<file path="src/rtl/div_pkg.sv">
// Shared definitions for the Goldschmidt divider: controller states,
// datapath multiplicand-select encodings and the default operand width.
package div_pkg;

    localparam int DIV_WIDTH = 16;

    // Controller sequencing states
    typedef enum logic [2:0] {
        IDLE    = 3'd0,
        INIT_D  = 3'd1,
        INIT_N  = 3'd2,
        ITER_D  = 3'd3,
        ITER_N  = 3'd4,
        CAPTURE = 3'd5
    } state_t;

    // sel_ND_mux encodings: which pair the datapath multiplier uses
    localparam logic [1:0] SEL_IA_D = 2'b00;
    localparam logic [1:0] SEL_IA_N = 2'b01;
    localparam logic [1:0] SEL_K_D  = 2'b10;
    localparam logic [1:0] SEL_K_N  = 2'b11;

endpackage : div_pkg

</file>
<file path="src/rtl/goldschmidt_ctrl.sv">
// Sequencing controller for the Goldschmidt divider datapath. Latches one
// request, walks the datapath through the initial IA products and ITERS
// K-refinement pairs, then captures the datapath result as the quotient.
// All control outputs are decoded from the registered state only.
module goldschmidt_ctrl
    import div_pkg::*;
#(
    parameter int WIDTH = DIV_WIDTH,
    parameter int ITERS = 4
) (
    input  logic             clk,
    input  logic             reset,
    input  logic             start,
    input  logic [WIDTH-1:0] n_in,
    input  logic [WIDTH-1:0] d_in,
    input  logic [WIDTH-1:0] ia_in,
    input  logic [WIDTH-1:0] result,
    output logic [WIDTH-1:0] N,
    output logic [WIDTH-1:0] D,
    output logic [WIDTH-1:0] IA,
    output logic             load_regN,
    output logic             load_regD,
    output logic [1:0]       sel_ND_mux,
    output logic             sel_K_mux,
    output logic             busy,
    output logic [WIDTH-1:0] q,
    output logic             q_valid
);

    localparam int CW = $clog2(ITERS + 1);
    localparam logic [CW-1:0] LAST_ITER = CW'(ITERS - 1);

    // A schedule with no refinement pass is meaningless; reject it early.
    generate
        if (ITERS < 1) begin : g_bad_iters
            $error("goldschmidt_ctrl: ITERS must be at least 1");
        end
    endgenerate

    state_t           state_q, state_d;
    logic [CW-1:0]    iter_cnt_q, iter_cnt_d;
    logic [WIDTH-1:0] n_q, d_q, ia_q, q_q;
    logic             q_valid_q;

    // Next-state logic: linear schedule with one loop over the K pairs.
    always_comb begin
        state_d    = state_q;
        iter_cnt_d = iter_cnt_q;
        case (state_q)
            IDLE: begin
                if (start) begin
                    state_d    = INIT_D;
                    iter_cnt_d = '0;
                end
            end
            INIT_D:  state_d = INIT_N;
            INIT_N:  state_d = ITER_D;
            ITER_D:  state_d = ITER_N;
            ITER_N: begin
                iter_cnt_d = iter_cnt_q + CW'(1);
                if (iter_cnt_q == LAST_ITER) begin
                    state_d = CAPTURE;
                end else begin
                    state_d = ITER_D;
                end
            end
            CAPTURE: state_d = IDLE;
            default: state_d = IDLE;
        endcase
    end

    // Moore decode of datapath controls; IDLE and CAPTURE leave them inactive.
    always_comb begin
        load_regN  = 1'b0;
        load_regD  = 1'b0;
        sel_ND_mux = SEL_IA_D;
        sel_K_mux  = 1'b0;
        case (state_q)
            INIT_D: begin
                load_regD  = 1'b1;
                sel_ND_mux = SEL_IA_D;
                sel_K_mux  = 1'b1;
            end
            INIT_N: begin
                load_regN  = 1'b1;
                sel_ND_mux = SEL_IA_N;
                sel_K_mux  = 1'b1;
            end
            ITER_D: begin
                load_regD  = 1'b1;
                sel_ND_mux = SEL_K_D;
            end
            ITER_N: begin
                load_regN  = 1'b1;
                sel_ND_mux = SEL_K_N;
            end
            default: begin
                load_regN  = 1'b0;
            end
        endcase
    end

    // State, counter, operand hold and quotient capture registers.
    always_ff @(posedge clk) begin
        if (reset) begin
            state_q    <= IDLE;
            iter_cnt_q <= '0;
            n_q        <= '0;
            d_q        <= '0;
            ia_q       <= '0;
            q_q        <= '0;
            q_valid_q  <= 1'b0;
        end else begin
            state_q    <= state_d;
            iter_cnt_q <= iter_cnt_d;
            // Operands change only on an accept, so they stay stable for
            // the whole divide and until the next request is taken.
            if (state_q == IDLE && start) begin
                n_q  <= n_in;
                d_q  <= d_in;
                ia_q <= ia_in;
            end
            if (state_q == CAPTURE) begin
                q_q <= result;
            end
            q_valid_q <= (state_q == CAPTURE);
        end
    end

    assign busy    = (state_q != IDLE);
    assign N       = n_q;
    assign D       = d_q;
    assign IA      = ia_q;
    assign q       = q_q;
    assign q_valid = q_valid_q;

endmodule : goldschmidt_ctrl

</file>
<file path="config.mk">
export PLATFORM = sky130hd
export DESIGN_NAME = goldschmidt_ctrl
export DESIGN_NICKNAME = d
export VERILOG_FILES = /design/src/rtl/div_pkg.sv /design/src/rtl/goldschmidt_ctrl.sv
export SDC_FILE = /design/constraint.sdc
export NUM_CORES = 1
export LEC_CHECK = 0
export BUFFER_PORTS_ARGS = -buffer_cell sky130_fd_sc_hd__buf_2
export CORE_MARGIN = 2
export CORE_UTILIZATION = 40
export DETAILED_ROUTE_END_ITERATION = 10
export PLACE_DENSITY = 0.83
export SYNTH_ARGS = -nofsm -noshare
export SYNTH_HDL_FRONTEND = slang
export SYNTH_SLANG_ARGS = --single-unit
</file>
<file path="constraint.sdc">
create_clock -name clk -period 1.4 [get_ports clk]
set_input_delay 0.07 -clock clk [delete_from_list [all_inputs] [get_ports clk]]
set_output_delay 0.07 -clock clk [all_outputs]
set_load 0.1 [all_outputs]
</file>
Word-level counts from Yosys, hierarchy flattened
Cells that the tools add are included.
{"block": "word_totals", "register_bits": 71, "latch_bits": 0, "ram_bits": 0, "rom_bits": 0, "in_bits": 67, "out_inout_bits": 71, "elab_cells": 32, "memories": 0}
{"block": "classes", "add_sub_neg": 1, "mul": 0, "n_div": 0, "n_lt_le_gt_ge": 0, "eq_ne": 7, "n_shift": 0, "muxes": 9, "bitwise": 0, "reduce_logical": 8}
{"cell": "$pmux W3 S5", "n": 1}
{"cell": "$eq A3 B2 Y1 const B", "n": 3}
{"cell": "$mux W3", "n": 3}
{"cell": "$eq A3 B3 Y1 const B", "n": 2}
{"cell": "$pmux W2 S3", "n": 1}
{"cell": "$pmux W3 S2", "n": 1}
{"cell": "$reduce_or A2 Y1", "n": 3}
{"cell": "$add A3 B1 Y3 const B", "n": 1}
{"cell": "$eq A3 B1 Y1 const B", "n": 1}
{"cell": "$logic_not A3 Y1", "n": 1}
{"cell": "$mux W1", "n": 3}
{"cell": "$reduce_bool A3 Y1", "n": 1}
{"cell": "$ne A2 B2 Y1 const B", "n": 1}
{"cell": "$reduce_and A2 Y1", "n": 1}
{"cell": "$reduce_bool A2 Y1", "n": 1}
{"cell": "$logic_and A1 B1 Y1", "n": 1}

Depth between registers and ports, before layout
{"block": "depth", "ltp_word": 3, "depth_mapped": 5, "mapped_depth_nobuf": 4}

Worst setup path after synthesis
OpenSTA, ideal clock, no wires.
{"block": "synth_path", "kind": "reg2out", "startpoint": "reg state_q[0]", "endpoint": "out sel_ND_mux[1]", "t_arrival_ns": 2.839, "t_required_ns": 1.330, "path_slack_ns": -1.509, "stages_incl_launch_ff": 5, "cell_sequence": "dfxtp_1 -> buf_2 -> nor2b_1 -> nand2_1 -> nand2_1"}
{"block": "synth_via", "elab_chain_len": 2}
{"item": "start: declaration", "line_no": "goldschmidt_ctrl.sv:40", "text": "state_t state_q, state_d;"}
{"item": "start signal: assignment", "line_no": "goldschmidt_ctrl.sv:114", "text": "state_q <= state_d;"}
{"item": "$eq A3 B3 Y1 or $eq A3 B2 Y1 (tied branches)", "line_no": "goldschmidt_ctrl.sv:78", "text": "case (state_q)"}
{"item": "$pmux W2 S3 (*)", "line_no": "goldschmidt_ctrl.sv:78"}
{"item": "end: declaration", "line_no": "goldschmidt_ctrl.sv:23", "text": "output logic [1:0] sel_ND_mux,"}
Mark *: on every way between the ends. The rest lies on a longest branch, timed or not.

Final worst setup path
{"block": "layout_path", "startpoint": "reg state_q[2]", "endpoint": "reg ia_q[9] (netlist: IA[9])"}
{"block": "layout_via", "elab_chain_len": 2}
{"item": "$logic_not A3 Y1", "line_no": "goldschmidt_ctrl.sv:118", "text": "if (state_q == IDLE && start) begin"}
{"item": "$logic_and A1 B1 Y1", "line_no": "goldschmidt_ctrl.sv:118"}
{"item": "end signal: assignment", "line_no": "goldschmidt_ctrl.sv:121", "text": "ia_q <= ia_in;"}
{"item": "end: declaration", "line_no": "goldschmidt_ctrl.sv:42", "text": "logic [WIDTH-1:0] n_q, d_q, ia_q, q_q;"}
Every way passes these cells.
A chain may end at the register's enable or synchronous reset.

==> results.cfg <==
[sta]
tightest_slew_ns = 0.500
drv_slew = 0
finClkSkew_ns = 0.00782
fmax_ghz = 0.637
setup_ws_ns = -0.171
hold_violations = 0
period_needed_ns = 1.57
slew_headroom_pct = 66.9
rsz0062_at_grt = true
finalSetupViolCount = 56
fin_crit_sh_pct = 112

[route]
vias = 3113
wirelength_um = 9840
drt_iter0_markers = 94
drc_errors = 0
drtPass1Iterations = 5
post_drt_wl_per_cell_um = 15.9
ant_nets = 0
via_per_inst = 5.02

[status]
status = finished, violations left
failed_checks = negative setup slack

[placement]
dp_hpwl_um = 4610
routabilityCongestion = 0.815
place_inst = 523
dp_slack_ns = 0.00121
port_buffers = 137

[grt]
grt_max_degree = 49
antenna_found_initial = 0
grt_usage_pct = 23.9
grt-ovfl-total = 0
grt_pass1_wl_um = 13700
grt_pass1_vias = 3059

[critical_path]
required_ns = 1.66
path_max_fanout = 6
path_class = register to register
r2r_cells = 7
rrSetupSlack_ns = -0.17
cp-end-kind = register
crit_arrival_ns = 1.83
rr_startpoint = state_q[2]$_SDFFE_PP0P_
start_kind = register
r2r_end = IA[9]$_SDFFE_PP0P_

[synth]
synth_compound_area_share_pct = 14.3
synth_top_area_share_pct = 55.2
yosysUniqueCellTypes = 25
synth_ff_type = dfxtp_1
synth_area_leaders = dfxtp_1 55%, nand2_1 19%, a21oi_1 13%
synthAdderAreaFrac_pct = 0.972
synth_area_per_cell_sq_um = 8.00
synth_simple_gate_area_share_pct = 23.8
postSynthCellCount = 322
synth_edf_count = 0
synth_top_family_by_area = simple AND/OR/NAND/NOR gates
syn-cell-area_sq_um = 2570
synth_commonest_cells = 132 x nand2_1, 71 x dfxtp_1, 66 x a21oi_1
synth_warnings = 0
yosys_register_bits = 71
muxShareOfSynthArea_pct = 0
yosysTopAreaCell = dfxtp_1
ys_seq_area_share_pct = 55.2
synthArstFlopShare_pct = 0
yosys.area_share.xor_xnor_pct = 0.680
syn-num-nets = 391
yosysMostFrequentCell = nand2_1

[job]
maxCapViolCount = 0

[die]
rows = 29
die_area_sq_um = 7100
fp.dieH_um = 84.2
die_x_um = 84.2
initial_core_util_pct = 41.0
boundaryPins = 138
core_sq_um = 6280

[cts]
clockBufferDepth = 2
cts_buffers = 9
cts_tree = yes
clk_pin_slew_ns = 0.07
root_buffer = clkbuf_8
clock_sinks = 71
insertion_delay_ns = 0.34
htree_num_levels = 3

[cells_and_area]
antenna_cells = 0
final_nets = 608
layoutNonFillerInstCount = 620
nFillCells = 409
drive_gt1_share_pct = 42.4
final-seq-area_sq_um = 1430
syn_to_final_growth_pct = 87.8
multiInputGateArea_sq_um = 1260

[power]
power_density_nw_per_um2 = 1350
peakVddDrop_mv = 0.962
p_leak_nw = 2.21

[hold_path]
hold_path_class = input pin to register
worstHoldStart = reset
whs_endpoint = state_q[1]$_SDFFE_PP0P_
holdPathStages = 2
## per-stage QoR
stage | TNS, ns | hold slack, ns | instance area, sq um | total power [mW] | utilization [%]
3_3_place_gp | 0 | 0.310 | 3490 | 4.08 | 55.7
6_report | -6.88 | 0.0568 | 4840 | 6.51 | 77.0
5_1_grt | -9.64 | 0.0662 | 4840 | 6.72 | 77.0
4_1_cts | -3.58 | 0.0284 | 4540 | 6.27 | 72.3
2_1_floorplan | -0.655 | 0.206 | 2660 | 3.72 | -
3_5_place_dp | 0 | 0.316 | 3490 | 4.10 | 55.7
## critical path, cell delays in order (launching register included)
cell       delay, ns
dfxtp_2         0.34
buf_12          0.12
buf_12          0.13
nor4b_4         0.34
buf_6           0.22
clkbuf_16       0.18
nand2_1         0.06
a21oi_1         0.11
## sequential cells by signal, indices dropped and copies added, names as in the netlist
register    count
N              16
q_valid         1
q              16
state_q         3
IA             16
D              16
iter_cnt_q      3
## placed cells by master (no fill, tap or decap), types with 3 or more instances in the layout
master | netlist | routed
buf_12 | 0 | 11
buf_4 | 2 | 11
clkbuf_16 | 0 | 3
bufinv_16 | 0 | 3
nand2_4 | 0 | 6
nor2_1 | 5 | 3
dlygate4sd3_1 | 0 | 64
buf_2 | 8 | 131
buf_6 | 2 | 8
a21oi_1 | 66 | 42
nand2_2 | 0 | 4
nand2_1 | 132 | 121
a21oi_2 | 0 | 24
clkbuf_8 | 0 | 9
dfxtp_1 | 71 | 68
## worst max-delay path by stage
stage	to	startpoint	slack, ns	cells past startpoint
floorplan	sel_ND_mux[0]	state_q[2]$_SDFFE_PP0P_	-0.06	4
global placement	D[3]$_SDFFE_PP0P_	state_q[2]$_SDFFE_PP0P_	0.03	4
detailed placement	iter_cnt_q[2]$_SDFFE_PP0P_	state_q[2]$_SDFFE_PP0P_	0.001	4
CTS	sel_ND_mux[1]	state_q[2]$_SDFFE_PP0P_	-0.12	4
global route	IA[3]$_SDFFE_PP0P_	state_q[2]$_SDFFE_PP0P_	-0.23	7
finish	IA[9]$_SDFFE_PP0P_	state_q[2]$_SDFFE_PP0P_	-0.17	7
## cell families after synthesis
logic type,count (synthesis)
AOI/OAI and AO/OA,71
xor gates and xnor gates,2
adders and majority gates,2
buffers and inverters,26
DFF,71
and+or+nand+nor,150
## power by group
group	leakage [nW]	switching [mW]	internal, mW
registers	0.581	0.0742	2.15
logic	1.51	1.63	0.725
clock network	0.111	0.759	1.17
total	2.21	2.47	4.04
## area by class of cell
type / count / area share [%]
Timing Repair Buffer: 231 / 37.4
Sequential cell: 71 / 29.6
Multi-Input combinational cell: 225 / 26.2
Clock buffer: 9 / 2.56
Clock inverter: 6 / 2.28
Tap cell: 77 / 1.99
Inverter: 1 / 0.0776
## layer usage
layer / GRT usage, % / share of wire [%]
met1: 25.4 / 38
met3: 6.98 / 7.8
met5: 0 / 0
met4: 9.09 / 1.9
met2: 44.2 / 52
## what timing repair did
action	CTS	global route
gates cloned	0	6
pin swaps	4	11
hold endpoints to repair	64	0
endpoints found under the setup margin	18	57
setup buffers	10	3
gates resized for setup	25	46
hold buffers	64	0
(Power assumes the default switching activity.)
